`src/rtl/mips_ctrl_pkg.sv`:
```
// Shared constants for the multicycle MIPS controller: opcodes, functs, ALU ops,
// datapath mux selects, state encodings and a state-class helper.
package mips_ctrl_pkg;

    localparam logic [5:0] OpRtype = 6'b000000;
    localparam logic [5:0] OpLw    = 6'b100011;
    localparam logic [5:0] OpSw    = 6'b101011;
    localparam logic [5:0] OpBeq   = 6'b000100;
    localparam logic [5:0] OpJ     = 6'b000010;
    localparam logic [5:0] OpJal   = 6'b000011;
    localparam logic [5:0] OpAddi  = 6'b001000;
    localparam logic [5:0] OpSlti  = 6'b001010;

    localparam logic [5:0] FnAdd = 6'b100000;
    localparam logic [5:0] FnSub = 6'b100010;
    localparam logic [5:0] FnSlt = 6'b101010;

    // Shared with the ALU
    localparam logic [1:0] AluAdd = 2'b00;
    localparam logic [1:0] AluSub = 2'b01;
    localparam logic [1:0] AluSlt = 2'b10;

    localparam logic [1:0] RegDstRt = 2'b00;
    localparam logic [1:0] RegDstRd = 2'b01;
    localparam logic [1:0] RegDst31 = 2'b10;

    localparam logic [1:0] MemToRegAlu = 2'b00;
    localparam logic [1:0] MemToRegMdr = 2'b01;
    localparam logic [1:0] MemToRegPc  = 2'b10;

    localparam logic SrcAPc  = 1'b0;
    localparam logic SrcAReg = 1'b1;

    localparam logic [1:0] SrcBReg   = 2'b00;
    localparam logic [1:0] SrcBFour  = 2'b01;
    localparam logic [1:0] SrcBImm   = 2'b10;
    localparam logic [1:0] SrcBImmSh = 2'b11;

    localparam logic [1:0] PcSrcAlu    = 2'b00;
    localparam logic [1:0] PcSrcAluOut = 2'b01;
    localparam logic [1:0] PcSrcJump   = 2'b10;

    typedef enum logic [3:0] {
        StFetch   = 4'd0,
        StDecode  = 4'd1,
        StMemAddr = 4'd2,
        StMemRd   = 4'd3,
        StMemWb   = 4'd4,
        StMemWr   = 4'd5,
        StRExec   = 4'd6,
        StRWb     = 4'd7,
        StBranch  = 4'd8,
        StJump    = 4'd9,
        StIExec   = 4'd10,
        StIWb     = 4'd11,
        StJal     = 4'd12
    } state_e;

    typedef enum logic [2:0] {
        ClsNone,
        ClsFetch,
        ClsDecode,
        ClsMemAddr,
        ClsRExec,
        ClsIExec,
        ClsBranch
    } state_cls_e;

    function automatic state_cls_e state_class(state_e s);
        case (s)
            StFetch:   return ClsFetch;
            StDecode:  return ClsDecode;
            StMemAddr: return ClsMemAddr;
            StRExec:   return ClsRExec;
            StIExec:   return ClsIExec;
            StBranch:  return ClsBranch;
            default:   return ClsNone;
        endcase
    endfunction

endpackage

```
`src/rtl/multicycle_controller_if.sv`:
```
// Control bus between the multicycle controller (master) and the shared datapath (slave).
interface multicycle_controller_if;
    logic [5:0] opcode;
    logic [5:0] funct;
    logic       zero;
    logic       mem_ready;
    logic       pc_write;
    logic       iord;
    logic       mem_read;
    logic       mem_write;
    logic       ir_write;
    logic [1:0] reg_dst;
    logic [1:0] mem_to_reg;
    logic       reg_write;
    logic       alu_src_a;
    logic [1:0] alu_src_b;
    logic [1:0] alu_op;
    logic [1:0] pc_src;
    logic       fault;
    logic [3:0] state_dbg;

    modport master (
        input  opcode, funct, zero, mem_ready,
        output pc_write, iord, mem_read, mem_write, ir_write, reg_dst, mem_to_reg,
               reg_write, alu_src_a, alu_src_b, alu_op, pc_src, fault, state_dbg
    );

    modport slave (
        output opcode, funct, zero, mem_ready,
        input  pc_write, iord, mem_read, mem_write, ir_write, reg_dst, mem_to_reg,
               reg_write, alu_src_a, alu_src_b, alu_op, pc_src, fault, state_dbg
    );
endinterface

```
`src/rtl/alu_op_decoder.sv`:
```
// Combinational ALU-op and illegal-instruction decode per state class.
// MC_JAL_EN makes opcode 000011 (jal) legal in DECODE.
module alu_op_decoder
    import mips_ctrl_pkg::*;
(
    input  state_cls_e cls,
    input  logic [5:0] opcode,
    input  logic [5:0] funct,
    output logic [1:0] alu_op,
    output logic       illegal
);

    always_comb begin
        alu_op  = AluAdd;
        illegal = 1'b0;
        case (cls)
            ClsDecode: begin
                case (opcode)
                    OpRtype, OpLw, OpSw, OpBeq, OpJ, OpAddi, OpSlti: illegal = 1'b0;
`ifdef MC_JAL_EN
                    OpJal:   illegal = 1'b0;
`endif
                    default: illegal = 1'b1;
                endcase
            end
            ClsRExec: begin
                case (funct)
                    FnAdd:   alu_op = AluAdd;
                    FnSub:   alu_op = AluSub;
                    FnSlt:   alu_op = AluSlt;
                    default: illegal = 1'b1;
                endcase
            end
            ClsIExec:  alu_op = (opcode == OpSlti) ? AluSlt : AluAdd;
            ClsBranch: alu_op = AluSub;
            default:   alu_op = AluAdd;
        endcase
    end

endmodule

```
`src/rtl/multicycle_controller.sv`:
```
// Multicycle MIPS control FSM with memory-wait timeout.
// MC_JAL_EN adds the JAL state (otherwise opcode 000011 faults).
module multicycle_controller
    import mips_ctrl_pkg::*;
#(
    parameter int unsigned MEM_WAIT_MAX = 15
) (
    input logic                     clk,
    input logic                     rst,
    multicycle_controller_if.master bus
);

    localparam int unsigned WaitW = $clog2(MEM_WAIT_MAX + 1);
    localparam logic [WaitW-1:0] WaitLast = WaitW'(MEM_WAIT_MAX - 1);

    state_e           state_q, state_d;
    logic [WaitW-1:0] wait_q, wait_d;
    state_cls_e       cls;
    logic [1:0]       dec_alu_op;
    logic             illegal;
    logic             in_mem;
    logic             timeout;

    assign cls = state_class(state_q);

    alu_op_decoder u_alu_op_decoder (
        .cls     (cls),
        .opcode  (bus.opcode),
        .funct   (bus.funct),
        .alu_op  (dec_alu_op),
        .illegal (illegal)
    );

    // Current cycle would be the MEM_WAIT_MAX-th without mem_ready
    assign in_mem  = state_q inside {StFetch, StMemRd, StMemWr};
    assign timeout = in_mem && !bus.mem_ready && (wait_q == WaitLast);
    assign wait_d  = (in_mem && !bus.mem_ready && !timeout) ? wait_q + WaitW'(1) : '0;

    always_ff @(posedge clk or posedge rst) begin
        if (rst) begin
            state_q <= StFetch;
            wait_q  <= '0;
        end else begin
            state_q <= state_d;
            wait_q  <= wait_d;
        end
    end

    always_comb begin
        state_d        = state_q;
        bus.pc_write   = 1'b0;
        bus.iord       = 1'b0;
        bus.mem_read   = 1'b0;
        bus.mem_write  = 1'b0;
        bus.ir_write   = 1'b0;
        bus.reg_dst    = RegDstRt;
        bus.mem_to_reg = MemToRegAlu;
        bus.reg_write  = 1'b0;
        bus.alu_src_a  = SrcAPc;
        bus.alu_src_b  = SrcBReg;
        bus.pc_src     = PcSrcAlu;
        bus.fault      = 1'b0;
        case (state_q)
            StFetch: begin
                bus.mem_read  = 1'b1;
                bus.alu_src_b = SrcBFour;
                if (bus.mem_ready) begin
                    bus.ir_write = 1'b1;
                    bus.pc_write = 1'b1;
                    state_d      = StDecode;
                end else if (timeout) begin
                    bus.fault = 1'b1;
                end
            end
            StDecode: begin
                bus.alu_src_b = SrcBImmSh;
                if (illegal) begin
                    bus.fault = 1'b1;
                    state_d   = StFetch;
                end else begin
                    case (bus.opcode)
                        OpRtype:        state_d = StRExec;
                        OpLw, OpSw:     state_d = StMemAddr;
                        OpBeq:          state_d = StBranch;
                        OpJ:            state_d = StJump;
                        OpAddi, OpSlti: state_d = StIExec;
`ifdef MC_JAL_EN
                        OpJal:          state_d = StJal;
`endif
                        default:        state_d = StFetch;
                    endcase
                end
            end
            StMemAddr: begin
                bus.alu_src_a = SrcAReg;
                bus.alu_src_b = SrcBImm;
                state_d       = (bus.opcode == OpLw) ? StMemRd : StMemWr;
            end
            StMemRd: begin
                bus.iord     = 1'b1;
                bus.mem_read = 1'b1;
                if (bus.mem_ready) begin
                    state_d = StMemWb;
                end else if (timeout) begin
                    bus.fault = 1'b1;
                    state_d   = StFetch;
                end
            end
            StMemWb: begin
                bus.mem_to_reg = MemToRegMdr;
                bus.reg_write  = 1'b1;
                state_d        = StFetch;
            end
            StMemWr: begin
                bus.iord      = 1'b1;
                bus.mem_write = !timeout;
                if (bus.mem_ready) begin
                    state_d = StFetch;
                end else if (timeout) begin
                    bus.fault = 1'b1;
                    state_d   = StFetch;
                end
            end
            StRExec: begin
                bus.alu_src_a = SrcAReg;
                bus.alu_src_b = SrcBReg;
                bus.fault     = illegal;
                state_d       = illegal ? StFetch : StRWb;
            end
            StRWb: begin
                bus.reg_dst   = RegDstRd;
                bus.reg_write = 1'b1;
                state_d       = StFetch;
            end
            StIExec: begin
                bus.alu_src_a = SrcAReg;
                bus.alu_src_b = SrcBImm;
                state_d       = StIWb;
            end
            StIWb: begin
                bus.reg_write = 1'b1;
                state_d       = StFetch;
            end
            StBranch: begin
                bus.alu_src_a = SrcAReg;
                bus.alu_src_b = SrcBReg;
                bus.pc_src    = PcSrcAluOut;
                bus.pc_write  = bus.zero;
                state_d       = StFetch;
            end
            StJump: begin
                bus.pc_src   = PcSrcJump;
                bus.pc_write = 1'b1;
                state_d      = StFetch;
            end
`ifdef MC_JAL_EN
            StJal: begin
                bus.reg_dst    = RegDst31;
                bus.mem_to_reg = MemToRegPc;
                bus.reg_write  = 1'b1;
                bus.pc_src     = PcSrcJump;
                bus.pc_write   = 1'b1;
                state_d        = StFetch;
            end
`endif
            default: state_d = StFetch;
        endcase

        // FETCH decode would otherwise leak mem_read and selects during reset
        if (rst) begin
            bus.pc_write   = 1'b0;
            bus.iord       = 1'b0;
            bus.mem_read   = 1'b0;
            bus.mem_write  = 1'b0;
            bus.ir_write   = 1'b0;
            bus.reg_dst    = 2'b00;
            bus.mem_to_reg = 2'b00;
            bus.reg_write  = 1'b0;
            bus.alu_src_a  = 1'b0;
            bus.alu_src_b  = 2'b00;
            bus.pc_src     = 2'b00;
            bus.fault      = 1'b0;
        end
    end

    assign bus.alu_op    = rst ? 2'b00 : dec_alu_op;
    assign bus.state_dbg = state_q;

endmodule

```
`src/flat_wrapper.sv`:
```
// flat-port wrapper written by rule: the top's interface ports become plain ports
module multicycle_controller_flat import mips_ctrl_pkg::*;
#(
    parameter int unsigned MEM_WAIT_MAX = 15
)
  (clk, rst, bus_opcode, bus_funct, bus_zero, bus_mem_ready, bus_pc_write, bus_iord, bus_mem_read, bus_mem_write, bus_ir_write, bus_reg_dst, bus_mem_to_reg, bus_reg_write, bus_alu_src_a, bus_alu_src_b, bus_alu_op, bus_pc_src, bus_fault, bus_state_dbg);
  multicycle_controller_if bus_i ();
  input logic clk;
  input logic rst;
  input wire logic [$bits(bus_i.opcode)-1:0] bus_opcode;
  input wire logic [$bits(bus_i.funct)-1:0] bus_funct;
  input wire logic [$bits(bus_i.zero)-1:0] bus_zero;
  input wire logic [$bits(bus_i.mem_ready)-1:0] bus_mem_ready;
  output wire logic [$bits(bus_i.pc_write)-1:0] bus_pc_write;
  output wire logic [$bits(bus_i.iord)-1:0] bus_iord;
  output wire logic [$bits(bus_i.mem_read)-1:0] bus_mem_read;
  output wire logic [$bits(bus_i.mem_write)-1:0] bus_mem_write;
  output wire logic [$bits(bus_i.ir_write)-1:0] bus_ir_write;
  output wire logic [$bits(bus_i.reg_dst)-1:0] bus_reg_dst;
  output wire logic [$bits(bus_i.mem_to_reg)-1:0] bus_mem_to_reg;
  output wire logic [$bits(bus_i.reg_write)-1:0] bus_reg_write;
  output wire logic [$bits(bus_i.alu_src_a)-1:0] bus_alu_src_a;
  output wire logic [$bits(bus_i.alu_src_b)-1:0] bus_alu_src_b;
  output wire logic [$bits(bus_i.alu_op)-1:0] bus_alu_op;
  output wire logic [$bits(bus_i.pc_src)-1:0] bus_pc_src;
  output wire logic [$bits(bus_i.fault)-1:0] bus_fault;
  output wire logic [$bits(bus_i.state_dbg)-1:0] bus_state_dbg;
  assign bus_i.opcode = bus_opcode;
  assign bus_i.funct = bus_funct;
  assign bus_i.zero = bus_zero;
  assign bus_i.mem_ready = bus_mem_ready;
  assign bus_pc_write = bus_i.pc_write;
  assign bus_iord = bus_i.iord;
  assign bus_mem_read = bus_i.mem_read;
  assign bus_mem_write = bus_i.mem_write;
  assign bus_ir_write = bus_i.ir_write;
  assign bus_reg_dst = bus_i.reg_dst;
  assign bus_mem_to_reg = bus_i.mem_to_reg;
  assign bus_reg_write = bus_i.reg_write;
  assign bus_alu_src_a = bus_i.alu_src_a;
  assign bus_alu_src_b = bus_i.alu_src_b;
  assign bus_alu_op = bus_i.alu_op;
  assign bus_pc_src = bus_i.pc_src;
  assign bus_fault = bus_i.fault;
  assign bus_state_dbg = bus_i.state_dbg;
  multicycle_controller #(.MEM_WAIT_MAX(MEM_WAIT_MAX)) u_core (.clk(clk), .rst(rst), .bus(bus_i));
endmodule
```
`config.mk`:
```
export PLATFORM = sky130hd
export DESIGN_NAME = multicycle_controller_flat
export DESIGN_NICKNAME = d
export VERILOG_FILES = /design/src/rtl/mips_ctrl_pkg.sv /design/src/rtl/multicycle_controller_if.sv /design/src/rtl/alu_op_decoder.sv /design/src/rtl/multicycle_controller.sv /design/src/flat_wrapper.sv
export SDC_FILE = /design/constraint.sdc
export NUM_CORES = 1
export LEC_CHECK = 0
export ABC_AREA = 1
export CAP_MARGIN = 0
export CORE_MARGIN = 2
export CORE_UTILIZATION = 44
export DETAILED_ROUTE_END_ITERATION = 8
export GPL_TIMING_DRIVEN = 0
export PLACE_DENSITY = 0.8
export SKIP_CTS_REPAIR_TIMING = 1
export SYNTH_ARGS = -nofsm -noshare
export SYNTH_HDL_FRONTEND = slang
export SYNTH_HIERARCHICAL = 1
export SYNTH_SLANG_ARGS = --single-unit
```
`constraint.sdc`:
```
create_clock -name clk -period 2.71 [get_ports clk]
set_input_delay 0.813 -clock clk [delete_from_list [all_inputs] [get_ports clk]]
set_output_delay 0.813 -clock clk [all_outputs]
set_load 0.05 [all_outputs]
```
## Word level (Yosys, flattened, before mapping)

Index checks and enable logic that the tools add are counted.

- Bits in registers: 8
- Output and inout bits: 22

- Add/subtract/negate cells: 1
- Eq/ne operators: 26
- Mux-type cells: 46
- Reduce and logical (&&, ||, !) cells: 18

Operator list:

| operator | count |
|---|---|
| == test 6 bit (second input constant) | 5 |
| case mux 4 bit (7 select lines) | 1 |
| 2-to-1 mux 1 bit | 24 |
| 2-to-1 mux 4 bit | 6 |
| == test 4 bit (second input constant) | 5 |
| case mux 4 bit (5 select lines) | 1 |
| case mux 3 bit (6 select lines) | 1 |
| == test 4 x 3 -> 1 bit (second input constant) | 4 |
| == test 6 x 4 -> 1 bit (second input constant) | 2 |
| case mux 2 bit (3 select lines) | 2 |
| OR reduction 2 bit | 5 |
| == test 3 bit (second input constant) | 3 |
| OR reduction 3 bit | 3 |
| == test 4 x 2 -> 1 bit (second input constant) | 2 |
| 2-to-1 mux 2 bit | 4 |
| case mux 2 bit (2 select lines) | 2 |
| OR reduction 7 bit | 1 |
| == test 6 x 2 -> 1 bit (second input constant) | 1 |
| == test 6 x 3 -> 1 bit (second input constant) | 1 |
| zero test 6 bit | 1 |
| 2-to-1 mux 3 bit | 2 |
| case mux 1 bit (3 select lines) | 2 |
| adder 4 x 1 -> 4 bit (second input constant) | 1 |
| == test 4 x 1 -> 1 bit (second input constant) | 1 |
| other kinds (8) | 11 |

## Depth between registers and ports, before layout

Gate-level depths: netlist of run 1.

- Word-level depth: 8
- Depth in mapped cells: 19

## By module

Netlist of run 1, hierarchy kept.

Modules (own cells, without submodules):

| module | instances | cells an instance | area an instance (um2) | sequential area each (um2) |
|---|---|---|---|---|
| multicycle_controller | 1 | 132 | 820.8 | 200.2 |
| alu_op_decoder | 1 | 41 | 180.2 | 0.0 |

## Least setup slack after synthesis of run 1

Ideal clock, no wire load.

- Path kind: register -> output
- Start point: reg u_core.state_q[2] (netlist: u_core/bus.state_dbg[2])
- End point: out bus_pc_write
- Arrival time: 2.917 ns
- Required time: 1.897 ns
- Setup slack: -1.020 ns
- Cell stages (with the launch flop): 6
- Buffers on the path: 0
- Path through: dfrtp_1 inv_1 nand2_1 nor4_1 nor2_1 nand2_1

- Longest elaborated chain between the ends: 3

RTL lines:

| item | RTL line | source |
|---|---|---|
| start: declaration | multicycle_controller.sv:16 | `state_e state_q, state_d;` |
| start signal: assignment | multicycle_controller.sv:41 | `state_q <= StFetch;` |
| start signal: assignment | multicycle_controller.sv:44 | `state_q <= state_d;` |
| == test 4 bit / zero test 4 bit (equally long branches) | multicycle_controller.sv:63 | `case (state_q)` |
| case mux 1 bit (3 select lines) (*) | multicycle_controller.sv:63 |  |
| 2-to-1 mux 1 bit (*) | multicycle_controller.sv:170 | `if (rst) begin` |
| end: declaration | flat_wrapper.sv:14 | `output wire logic [$bits(bus_i.pc_write)-1:0] bus_pc_write;` |

Every way passes the cells marked *; elsewhere a longest branch is shown, timed or not.

## Worst setup path in the final report of run 1

- Start point: reg u_core.state_q[1] (netlist: u_core/bus.state_dbg[1])
- End point: out bus_fault

RTL lines:

| item | RTL line | source |
|---|---|---|
| == test 4 bit, or another cell as far along | mips_ctrl_pkg.sv:70 | `case (s)` |
| case mux 3 bit (6 select lines) (*) | mips_ctrl_pkg.sv:70 |  |
| via u_core.cls[1] | multicycle_controller.sv:18 | `state_cls_e cls;` |
| == test 3 bit / == test 3 x 2 -> 1 bit (equally long branches) | alu_op_decoder.sv:16 | `case (cls)` |
| case mux 1 bit (2 select lines) (*) | alu_op_decoder.sv:16 |  |
| via u_core.illegal | multicycle_controller.sv:20 | `logic illegal;` |
| 2-to-1 mux 1 bit | multicycle_controller.sv:77 | `if (illegal) begin` |
| case mux 1 bit (3 select lines) (*) | multicycle_controller.sv:63 |  |
| 2-to-1 mux 1 bit (*) | multicycle_controller.sv:170 |  |
| end: declaration | flat_wrapper.sv:26 | `output wire logic [$bits(bus_i.fault)-1:0] bus_fault;` |

Mark *: on every way through the listed nets, which the timed path passes. The rest lies on a longest branch.

==> results of run 1 <==
final cells by class:
class	count	area [µm²]	area share [%]
clock buffers	4	26.3	1.60
multi-input cells	131	763	46.6
repair buffers	45	459	28.0
plain buffers	3	20.0	1.22
inverters	32	129	7.87
well taps	28	35.0	2.14
flip-flops and latches	8	205	12.5
per-layer routing:
| metal | vias to the layer above | share of wire, % | GRT usage [%] |
|---|---|---|---|
| met3 | 4 | 4.4 | 1.15 |
| met1 | 553 | 44 | 26.2 |
| met5 | - | 0 | 0 |
| met2 | 31 | 50 | 38.7 |
| met4 | 0 | 1.3 | 7.02 |
| li1 | 636 | - | - |
path summary, 6_finish.rpt:
check                      cells past startpoint  slack [ps]                                   to
setup / recovery                              15        -200                            bus_fault
hold / removal                                 1         490           u_core/wait_q[0]$_DFF_PP0_
setup reg to reg                              15         620  u_core/bus.state_dbg[0]$_DFFE_PP0P_
hold reg to reg                                1         490           u_core/wait_q[0]$_DFF_PP0_
max in group asynchronous                      3        1890           u_core/wait_q[0]$_DFF_PP0_
min in group asynchronous                      3         680  u_core/bus.state_dbg[3]$_DFFE_PP0P_
synthesized netlist by cell type (all sizes together):
| library cell | number | share of area [%] |
|---|---|---|
| nor4 | 1 | 0.63 |
| o21bai | 1 | 0.75 |
| a21oi | 6 | 3.4 |
| nand2 | 44 | 17 |
| clkbuf | 1 | 0.37 |
| nor2 | 38 | 18 |
| conb | 1 | 0.37 |
| nand4 | 2 | 1.2 |
| xnor2 | 1 | 0.88 |
| dfrtp | 8 | 20 |
| clkinv | 1 | 0.37 |
| and3 | 1 | 0.63 |
| a31o | 1 | 0.88 |
| ha | 2 | 2.5 |
| a31oi | 1 | 0.63 |
| nand3 | 17 | 10 |
| nand3b | 2 | 1.9 |
| buf | 2 | 1.5 |
| o21ai | 7 | 3.5 |
| nor3 | 4 | 3.0 |
| xor2 | 1 | 0.88 |
| inv | 31 | 12 |
per-stage QoR:
| stage | util (%) | setup slack, ps |
|---|---|---|
| 3_3_place_gp | 65.6 | -930 |
| 3_5_place_dp | 65.6 | -952 |
| 4_1_cts | 66.8 | -962 |
| 5_1_grt | 74.8 | -325 |
| 2_1_floorplan | - | -265 |
| 6_report | 74.8 | -198 |
worst max-delay path, cell delays in order (launching register included):
cell,delay [ps]
dfrtp_2,450
inv_2,60
nor2_4,170
inv_2,70
nor2_4,120
inv_2,60
nand3_4,100
nand2_2,70
nor2_2,110
nand2_1,60
clkinv_1,40
nand2_1,50
nand2_2,70
nand2_2,80
a21oi_4,150
buf_6,170
kinds of logic after synthesis:
kind of cell | Yosys count | share of synthesized area [%]
compound gates | 16 | 9.13
xor+xnor | 2 | 1.75
fa+ha+maj | 2 | 2.50
buf+inv | 35 | 13.9
flops | 8 | 20.0
other cells | 1 | 0.375
simple gates | 109 | 52.4
flip-flops by register name (all words and copies together) (netlist names):
signal and cells:
u_core/wait_q 4, u_core/bus.state_dbg 4
power groups by stage:
stage	Combinational, mW	Clock, mW	Sequential [mW]
floorplan	0.332	0	0.209
global placement	0.499	0	0.176
detailed placement	0.509	0	0.178
CTS	0.512	0.103	0.176
global route	0.646	0.107	0.181
finish	0.598	0.0993	0.178
==> results.md, run 1 <==
* Status: finished, violations left
* Failing checks: negative setup slack
* Filler cells at 166
* Reg clk slew, reported paths at 60 ps
* Grt total ovfl at 0
* DRC violations left at 0
* Core area at 2190 µm²
* Horiz. Die Dim at 51.7 µm
* Combinational share of power at 68.3%
* DRT Wirelength at 2860 µm
* Flop pwr share at 20.4%
* Overall power at 0.875 mW
* Worst setup SP type: flip-flop
* Total Nets Final at 242
* Peak VDD IR at 0.000535 V
* CTS tree: built
* Hold Slack at 487 ps
* Floorplan row count at 17
* Max clock buf depth at 2
* Min Tclk post-route at 2910 ps
* Most common cell after layout, fill and taps aside: nand2_1
* Max Slew Vio Count at 0
* Post-Syn Area at 1000 µm²
* Worst-margin pin slew at 519 ps
* Die ar. at 2670 µm²
* Iter 0 DRT Violations at 19
* Post-synthesis cell type count at 31
* Buffers on Ports at 35
* Worst Setup SP: u_core/bus.state_dbg[1]$_DFFE_PP0P_
* Post-synthesis register bit count at 8
* Sw Pwr at 0.470 mW
* Sequential area share after synthesis at 20.0%
* Placed cells at 237
* Ports at 38
* Dpl cell area at 1440 µm²
* Crit path kind: reg -> out
* Total Routing Usage GR at 21.1%
* Share of layout cells above drive strength 1 at 34.1%
* Arrival time worst endpoint at 2100 ps
* # diodes at 0
* Synth warn at 6
* RSZ-0062 raised after global routing: yes
* Root Buffer: clkbuf_4
* Post-DP HPWL at 2120 µm
* Synthesis-to-finish area growth at 63.6%
* Cells after synthesis at 173
* Routed wire length per instance at 11.4 µm
* Initial Util at 45.7%
* Via count at 1224
* Leak pwr at 1.02 nW
* ANT nets after route at 0
* Final hold viol count at 0
* Syn_area_per_cell at 5.79 µm²
* Hold Crit Class: reg -> reg
* Clk sinks at 8
* Largest net degree at the start of global routing at 11
* Tcrit/Tclk final at 107%
* DIE HEIGHT at 51.7 µm
* Cell Pwr Density at 535 nW/µm²
* First-pass GRT wire length at 4380 µm
* Non-Filler Instances at 251
* Setup TNS at -348 ps
* Critical Path RT at 1900 ps
* Clk pwr share at 11.3%
* Sw Ratio at 53.7%
* F_max at 344 MHz
* Internal Power at 0.405 mW
* Worst hold start: u_core/wait_q[0]$_DFF_PP0_
* Clock Skews at 11.4 ps
* H-tree level count at 1
* CP max FO at 6
* Final Cell Area at 1640 µm²
* Slew headroom at 65.4%
* Max-cap violations at 0
* CP Capture Type: primary output
* Clock Latency Late Sink at 260 ps
* Num CTS Buffers at 3
* Most frequent cells in the layout: nand2_1 (34), nor2_1 (23), inv_1 (20)
* Avg Vias per Cell at 4.88
* RePlAce Congestion at 0.896
* Worst r2r src: u_core/bus.state_dbg[1]$_DFFE_PP0P_
* Final setup viols at 3
* Setup ws final at -198 ps
* Initial antenna violation count at 0
* Vias in the first global route at 1081
* Drt pass-1 iters at 4
No activity file was read; power rests on OpenSTA's default activity.
==> run 2, diff against run 1 <==
--- a/config.mk
+++ b/config.mk
@@ -7,11 +7,13 @@
 export LEC_CHECK = 0
 export ABC_AREA = 1
 export CAP_MARGIN = 0
+export CELL_PAD_IN_SITES_DETAIL_PLACEMENT = 0
+export CELL_PAD_IN_SITES_GLOBAL_PLACEMENT = 1
 export CORE_MARGIN = 2
-export CORE_UTILIZATION = 44
+export CORE_UTILIZATION = 29
 export DETAILED_ROUTE_END_ITERATION = 8
 export GPL_TIMING_DRIVEN = 0
-export PLACE_DENSITY = 0.8
+export PLACE_DENSITY_LB_ADDON = 0.1
 export SKIP_CTS_REPAIR_TIMING = 1
 export SYNTH_ARGS = -nofsm -noshare
 export SYNTH_HDL_FRONTEND = slang
==> run 2 against run 1 <==
The flow still finishes with violations (negative setup slack). Clock power down 1%. Critical path depth did not move. Register-to-register slack worse by 50 ps. Critical path type unchanged. Largest cell class unchanged.
==> results.md, run 2 (synthesis gave the netlist of run 1 again) <==
* Setup TNS at -374 ps (-26.2 ps)
* Initial antenna violation count at 0 (unchanged)
* Floorplan row count at 21 (+4)
* Top sig layer: met4
* Sw Pwr at 0.486 mW (+3.4%)
* Placed cells at 255 (+7.6%)
* Sw Ratio at 53.5% (-0.17 points)
* Most common cell after layout, fill and taps aside: nand2_1
* Horiz. Die Dim at 62.8 µm (+21%)
* Root Buffer: clkbuf_4
* First-pass GRT wire length at 4640 µm (+5.8%)
* Leak pwr at 1.00 nW (-1.7%)
* Non-Filler Instances at 276 (+10%)
* Clk sinks at 8 (unchanged)
* H-tree level count at 1 (unchanged)
* Worst r2r src: u_core/bus.state_dbg[1]$_DFFE_PP0P_
* Routed wl met2 at 1500 µm (+3.7%)
* Iter 0 DRT Violations at 40 (+21)
* Buffers on Ports at 35 (unchanged)
* Arrival time worst endpoint at 2050 ps (-50 ps)
* Max Slew Vio Count at 0 (unchanged)
* CTS tree: built
* Combinational share of power at 69.4% (+1.1 points)
* Filler cells at 362 (+120%)
* Via count at 1215 (-0.74%)
* Slowest cell on crit path: dfrtp_2
* Flop pwr share at 19.7% (-0.7 points)
* Grt total ovfl at 0 (unchanged)
* DIE HEIGHT at 62.8 µm (+21%)
* ANT nets after route at 0 (unchanged)
* Routed wire length per instance at 10.8 µm (-5.0%)
* Clock Skews at 8.41 ps (-2.95 ps)
* CP Buf/Inv Count at 5 (unchanged)
* Share of layout cells above drive strength 1 at 39.6% (+5.5 points)
* Cell Pwr Density at 528 nW/µm² (-1.2%)
* Largest net degree at the start of global routing at 11 (unchanged)
* Worst-margin pin slew at 505 ps (-13.4 ps)
* Overall power at 0.908 mW (+3.8%)
* Total Routing Usage GR at 14.0% (-7.1 points)
* DRC violations left at 0 (unchanged)
* Delay of the slowest cell on the worst path at 450 ps (about the same)
* Peak VDD IR at 0.000244 V (-54%)
* Status: finished, violations left
* Die ar. at 3940 µm² (+47%)
* Setup ws final at -157 ps (+41.5 ps)
* Reg clk slew, reported paths at 60 ps (about the same)
* Drt pass-1 iters at 4 (unchanged)
* R2R Setup Slk at 570 ps (-50 ps)
* Initial Util at 30.0% (-16 points)
* Vias in the first global route at 1084 (+0.28%)
* Register area at 205 µm² (unchanged)
* Crit path max-delay family: simple AND/OR/NAND/NOR gates
* CP Capture Type: primary output
* Tcrit/Tclk final at 106% (-1.5 points)
* Num CTS Buffers at 3 (unchanged)
* Cells along the critical path: inv_2 -> nor2_4 -> inv_2 -> nor2_4 -> inv_2 -> nand3_4 -> nand2_2 -> nor2_2 -> nand2_1 -> clkinv_1 -> nand2_1 -> nand2_2 -> nand2_2 -> a21oi_4 -> buf_6
* M1 WL at 1400 µm (+12%)
* Slew headroom at 66.3% (+0.89 points)
* Critical Path RT at 1900 ps (about the same)
* Post-DP HPWL at 2230 µm (+5.2%)
* Multi-input gate area at 791 µm² (+3.6%)
* Crit path kind: reg -> out
* Hold Crit Class: reg -> reg
* Internal Power at 0.422 mW (+4.1%)
* Max-cap violations at 0 (unchanged)
* Avg Vias per Cell at 4.40 (-9.7%)
* Final hold viol count at 0 (unchanged)
* Most frequent cells in the layout: nand2_1 (31), nor2_1 (22), inv_1 (20)
* RSZ-0062 raised after global routing: yes
* Core area at 3340 µm² (+52%)
* Worst Setup SP: u_core/bus.state_dbg[1]$_DFFE_PP0P_
* Finished Core Util at 51.6% (-23 points)
* F_max at 349 MHz (+1.4%)
* CP max FO at 6 (unchanged)
* Total Nets Final at 249 (+2.9%)
* Failing checks: negative setup slack
* Placement Setup Slack at -945 ps (+7.16 ps)
* Ports at 38 (unchanged)
* Final setup viols at 3 (unchanged)
* Clk pwr share at 10.8% (-0.5 points)
* Max clock buf depth at 2 (unchanged)
* Worst hold start: u_core/wait_q[0]$_DFF_PP0_
* Min Tclk post-route at 2870 ps (-41.5 ps)
* Detail Route met3 WL at 85 µm (-32%)
* DRT Wirelength at 2990 µm (+4.5%)
* Worst setup SP type: flip-flop
* # diodes at 0 (unchanged)
* RePlAce Congestion at 0.779 (-13%)
* Clock Latency Late Sink at 250 ps (about the same)
* Synthesis-to-finish area growth at 71.9%
## run 2: cell count changes in the layout (fill, tap and decap cells not counted), sizes merged
cell,before,now
dlymetal6s2s,18,13
buf,18,24
clkdlybuf4s50,8,10
clkbuf,8,12
inv,30,29
clkinvlp,1,2
## run 2: layout make-up
type / instances / share of cell area [%]
timing repair buffer: 52 / 28.4
clock buffer: 4 / 1.53
inverter: 32 / 7.56
multi-input combinational: 131 / 46.0
buffer: 3 / 1.31
sequential: 8 / 11.9
tap: 46 / 3.35
## run 2: path summary, 6_finish.rpt
kind                                                        to  cells past startpoint
min                                 u_core/wait_q[0]$_DFF_PP0_                      1
min reg2reg                         u_core/wait_q[0]$_DFF_PP0_                      1
min in group asynchronous  u_core/bus.state_dbg[2]$_DFFE_PP0P_                      3
max in group asynchronous  u_core/bus.state_dbg[0]$_DFFE_PP0P_                      3
max reg2reg                u_core/bus.state_dbg[0]$_DFFE_PP0P_                     16
max                                                  bus_fault                     15
## run 2: metal layers
| metal | vias up | global-route usage [%] |
|---|---|---|
| met5 | - | 0 |
| met4 | 0 | 3.33 |
| met3 | 2 | 0.901 |
| met2 | 18 | 24.1 |
| met1 | 547 | 19.1 |
| li1 | 648 | - |
## run 2: power groups by stage
stage	registers (mW)	logic, mW	clock network [mW]
global route	0.183	0.684	0.109
floorplan	0.209	0.332	0
CTS	0.181	0.517	0.105
finish	0.179	0.631	0.0982
global placement	0.181	0.511	0
detailed placement	0.183	0.514	0
## run 2: metrics by stage
step                area, µm²  hold WS [ps]
global route             1720           518
CTS                      1490           502
global placement         1460           476
finish                   1720           498
floorplan                1050           451
detailed placement       1460           494
==> run 3, diff against run 2 <==
--- a/config.mk
+++ b/config.mk
@@ -10,7 +10,9 @@
 export CELL_PAD_IN_SITES_DETAIL_PLACEMENT = 0
 export CELL_PAD_IN_SITES_GLOBAL_PLACEMENT = 1
 export CORE_MARGIN = 2
-export CORE_UTILIZATION = 29
+export CORE_UTILIZATION = 30
+export CTS_BUF_LIST = sky130_fd_sc_hd__clkbuf_2 sky130_fd_sc_hd__clkbuf_4 sky130_fd_sc_hd__clkbuf_8
+export CTS_CLUSTER_DIAMETER = 40
 export DETAILED_ROUTE_END_ITERATION = 8
 export GPL_TIMING_DRIVEN = 0
 export PLACE_DENSITY_LB_ADDON = 0.1
==> run 3 against run 2 <==
First-iteration DRC count decreased by 15%. Utilization increased by 4.8 points. Worst hold slack got worse by 11 ps. Flip-flop and latch count unchanged. Via count increased by 1.8%. Critical endpoint unchanged. The run still ends with negative setup slack left. Register-to-register slack improved by 70 ps. Fmax increased by 0.95%. Wire length increased by 2.8%. Final cell count decreased by 0.36%. Non-clock buffer count increased by 1. Clock power increased by 7%.
==> results.md, run 3 (synthesis gave the netlist of run 1 again) <==
* Status: finished, violations left
* Failing checks: negative setup slack
* Worst r2r src: u_core/bus.state_dbg[2]$_DFFE_PP0P_
* Arrival time worst endpoint at 2030 ps (-20 ps)
* DRT Wirelength at 3070 µm (+2.8%)
* Max Slew Vio Count at 0 (unchanged)
* Via count at 1237 (+1.8%)
* Clock Skews at 2.22 ps (-6.18 ps)
* Iter 0 DRT Violations at 34 (-15%)
* Detail Route met3 WL at 174 µm (+100%)
* # diodes at 0 (unchanged)
* Overall power at 0.942 mW (+3.7%)
* Hold Crit Class: reg -> reg
* Dpl cell area at 1460 µm² (-0.17%)
* Horiz. Die Dim at 61.8 µm (-1.6%)
* FF-to-FF path depth at 16 (unchanged)
* M1 WL at 1490 µm (+6.4%)
* Slowest cell on crit path: dfrtp_2
* RePlAce Congestion at 0.789 (+1.2%)
* Total Nets Final at 250 (+0.40%)
* Top sig layer: met3
* Synthesis-to-finish area growth at 74.8%
* CP Capture Type: primary output
* DIE HEIGHT at 61.8 µm (-1.6%)
* Non-Filler Instances at 275 (-0.36%)
* Combinational share of power at 69.5% (about the same)
* CTS tree: built
* Setup TNS at -215 ps (+159 ps)
* Routed wire length per instance at 11.2 µm (+3.2%)
* Buffers on Ports at 35 (unchanged)
* R2r endpoint: u_core/bus.state_dbg[2]$_DFFE_PP0P_
* Sw Pwr at 0.492 mW (+1.1%)
* Setup ws final at -130 ps (+26.9 ps)
* Hold worst-path end: u_core/wait_q[0]$_DFF_PP0_
* Crit path kind: reg -> out
* Max clock buf depth at 2 (unchanged)
* Max-cap violations at 0 (unchanged)
* ANT nets after route at 0 (unchanged)
* Finished Core Util at 56.4% (+4.8 points)
* Cell Pwr Density at 539 nW/µm² (+2.0%)
* Min Tclk post-route at 2840 ps (-26.9 ps)
* Avg Vias per Cell at 4.50 (+2.2%)
* Routed wl met2 at 1410 µm (-6.0%)
* Share of layout cells above drive strength 1 at 40.7% (+1.1 points)
* Peak VDD IR at 0.000269 V (+9.9%)
* Clock Latency Late Sink at 250 ps (about the same)
* RSZ-0062 raised after global routing: yes
* Final hold viol count at 0 (unchanged)
* Clk sinks at 8 (unchanged)
* Slew headroom at 65.6% (-0.71 points)
* Root Buffer: clkbuf_4
* Floorplan row count at 20 (-4.8%)
* Cells along the critical path: buf_6 -> nor2_4 -> buf_4 -> nand2_4 -> nand3_4 -> nand2_2 -> nor2_2 -> nand2_1 -> clkinv_1 -> nand2_1 -> nand2_2 -> nand2_2 -> a21oi_4 -> buf_6
* Vias in the first global route at 1048 (-3.3%)
* Delay of the slowest cell on the worst path at 440 ps (about the same)
* Grt total ovfl at 0 (unchanged)
* Worst Hold Path Cells at 1 (unchanged)
* CP max FO at 4 (-2)
* Worst hold start: u_core/wait_q[0]$_DFF_PP0_
* Drt pass-1 iters at 4 (unchanged)
* Reg clk slew, reported paths at 50 ps (about the same)
* Ports at 38 (unchanged)
* Most common cell after layout, fill and taps aside: nand2_1
* Die ar. at 3810 µm² (-3.1%)
* Initial antenna violation count at 0 (unchanged)
* Leak pwr at 1.02 nW (+1.6%)
* Most frequent cells in the layout: nand2_1 (30), nor2_1 (23), buf_4 (19), inv_1 (19), dlymetal6s2s_1 (14)
* Internal Power at 0.450 mW (+6.7%)
* Clk pwr share at 11.2% (+0.4 points)
* Tcrit/Tclk final at 105% (-0.99 points)
* R2R Setup Slk at 640 ps (+70 ps)
* Placed cells at 253 (-0.78%)
* DRC violations left at 0 (unchanged)
* Largest net degree at the start of global routing at 11 (unchanged)
* Num CTS Buffers at 3 (unchanged)
* Critical Path RT at 1900 ps (about the same)
* Worst setup SP type: flip-flop
* Post-DP HPWL at 2320 µm (+4.2%)
* Final setup viols at 3 (unchanged)
* Total Routing Usage GR at 15.4% (+1.4 points)
* Sw Ratio at 52.2% (-1.3 points)
* Cell mode on critical path: nand2_2
* Flop pwr share at 19.3% (-0.4 points)
* Worst-margin pin slew at 516 ps (+10.7 ps)
* Final Cell Area at 1750 µm² (+1.7%)
* Core area at 3100 µm² (-7.0%)
* H-tree level count at 1 (unchanged)
* F_max at 352 MHz (+0.95%)
* First-pass GRT wire length at 4530 µm (-2.4%)
* Initial Util at 32.3% (+2.3 points)
## run 3: metal layers
layer  track usage (%)  vias up
met5                 0        -
met4                 0        0
met3              3.73        0
met2              25.1       30
met1              22.0      549
li1                  -      658
## run 3: worst max-delay path: cells and delay by family (launching register included)
kind            cells  cell delay (ps)
compound gates      1              130
simple gates        9              710
buf+inv             4              490
flops               1              440
## run 3: layout make-up
class,instances,area [µm²]
Multi-Input combinational cell,131,802
Clock buffer,4,30.0
Timing Repair Buffer,53,510
Fill cell,333,1350
Inverter,32,126
Sequential cell,8,205
Tap cell,44,55.1
Buffer,3,20.0
## run 3: per-stage QoR
stage	setup WS, ps	hold WS [ps]
after floorplan	-265	451
after detailed placement	-991	483
final	-130	488
after global routing	-285	506
after CTS	-1000	490
after global placement	-1000	471
## run 3: power groups by stage
stage / Clock (mW) / Sequential, mW / Combinational, mW
finish: 0.105 / 0.182 / 0.655
global route: 0.117 / 0.186 / 0.712
CTS: 0.110 / 0.178 / 0.516
detailed placement: 0 / 0.180 / 0.514
global placement: 0 / 0.178 / 0.508
floorplan: 0 / 0.209 / 0.332
## run 3: worst max path at each step
stage,startpoint,to,slack [ps],cells past startpoint
after floorplan,rst,bus_reg_dst[0],-270,2
after global placement,rst,bus_reg_dst[0],-1000,4
after detailed placement,rst,bus_reg_dst[0],-990,4
after CTS,rst,bus_reg_dst[0],-1000,4
after global routing,u_core/bus.state_dbg[2]$_DFFE_PP0P_,bus_alu_op[1],-280,13
final,u_core/bus.state_dbg[2]$_DFFE_PP0P_,bus_fault,-130,14
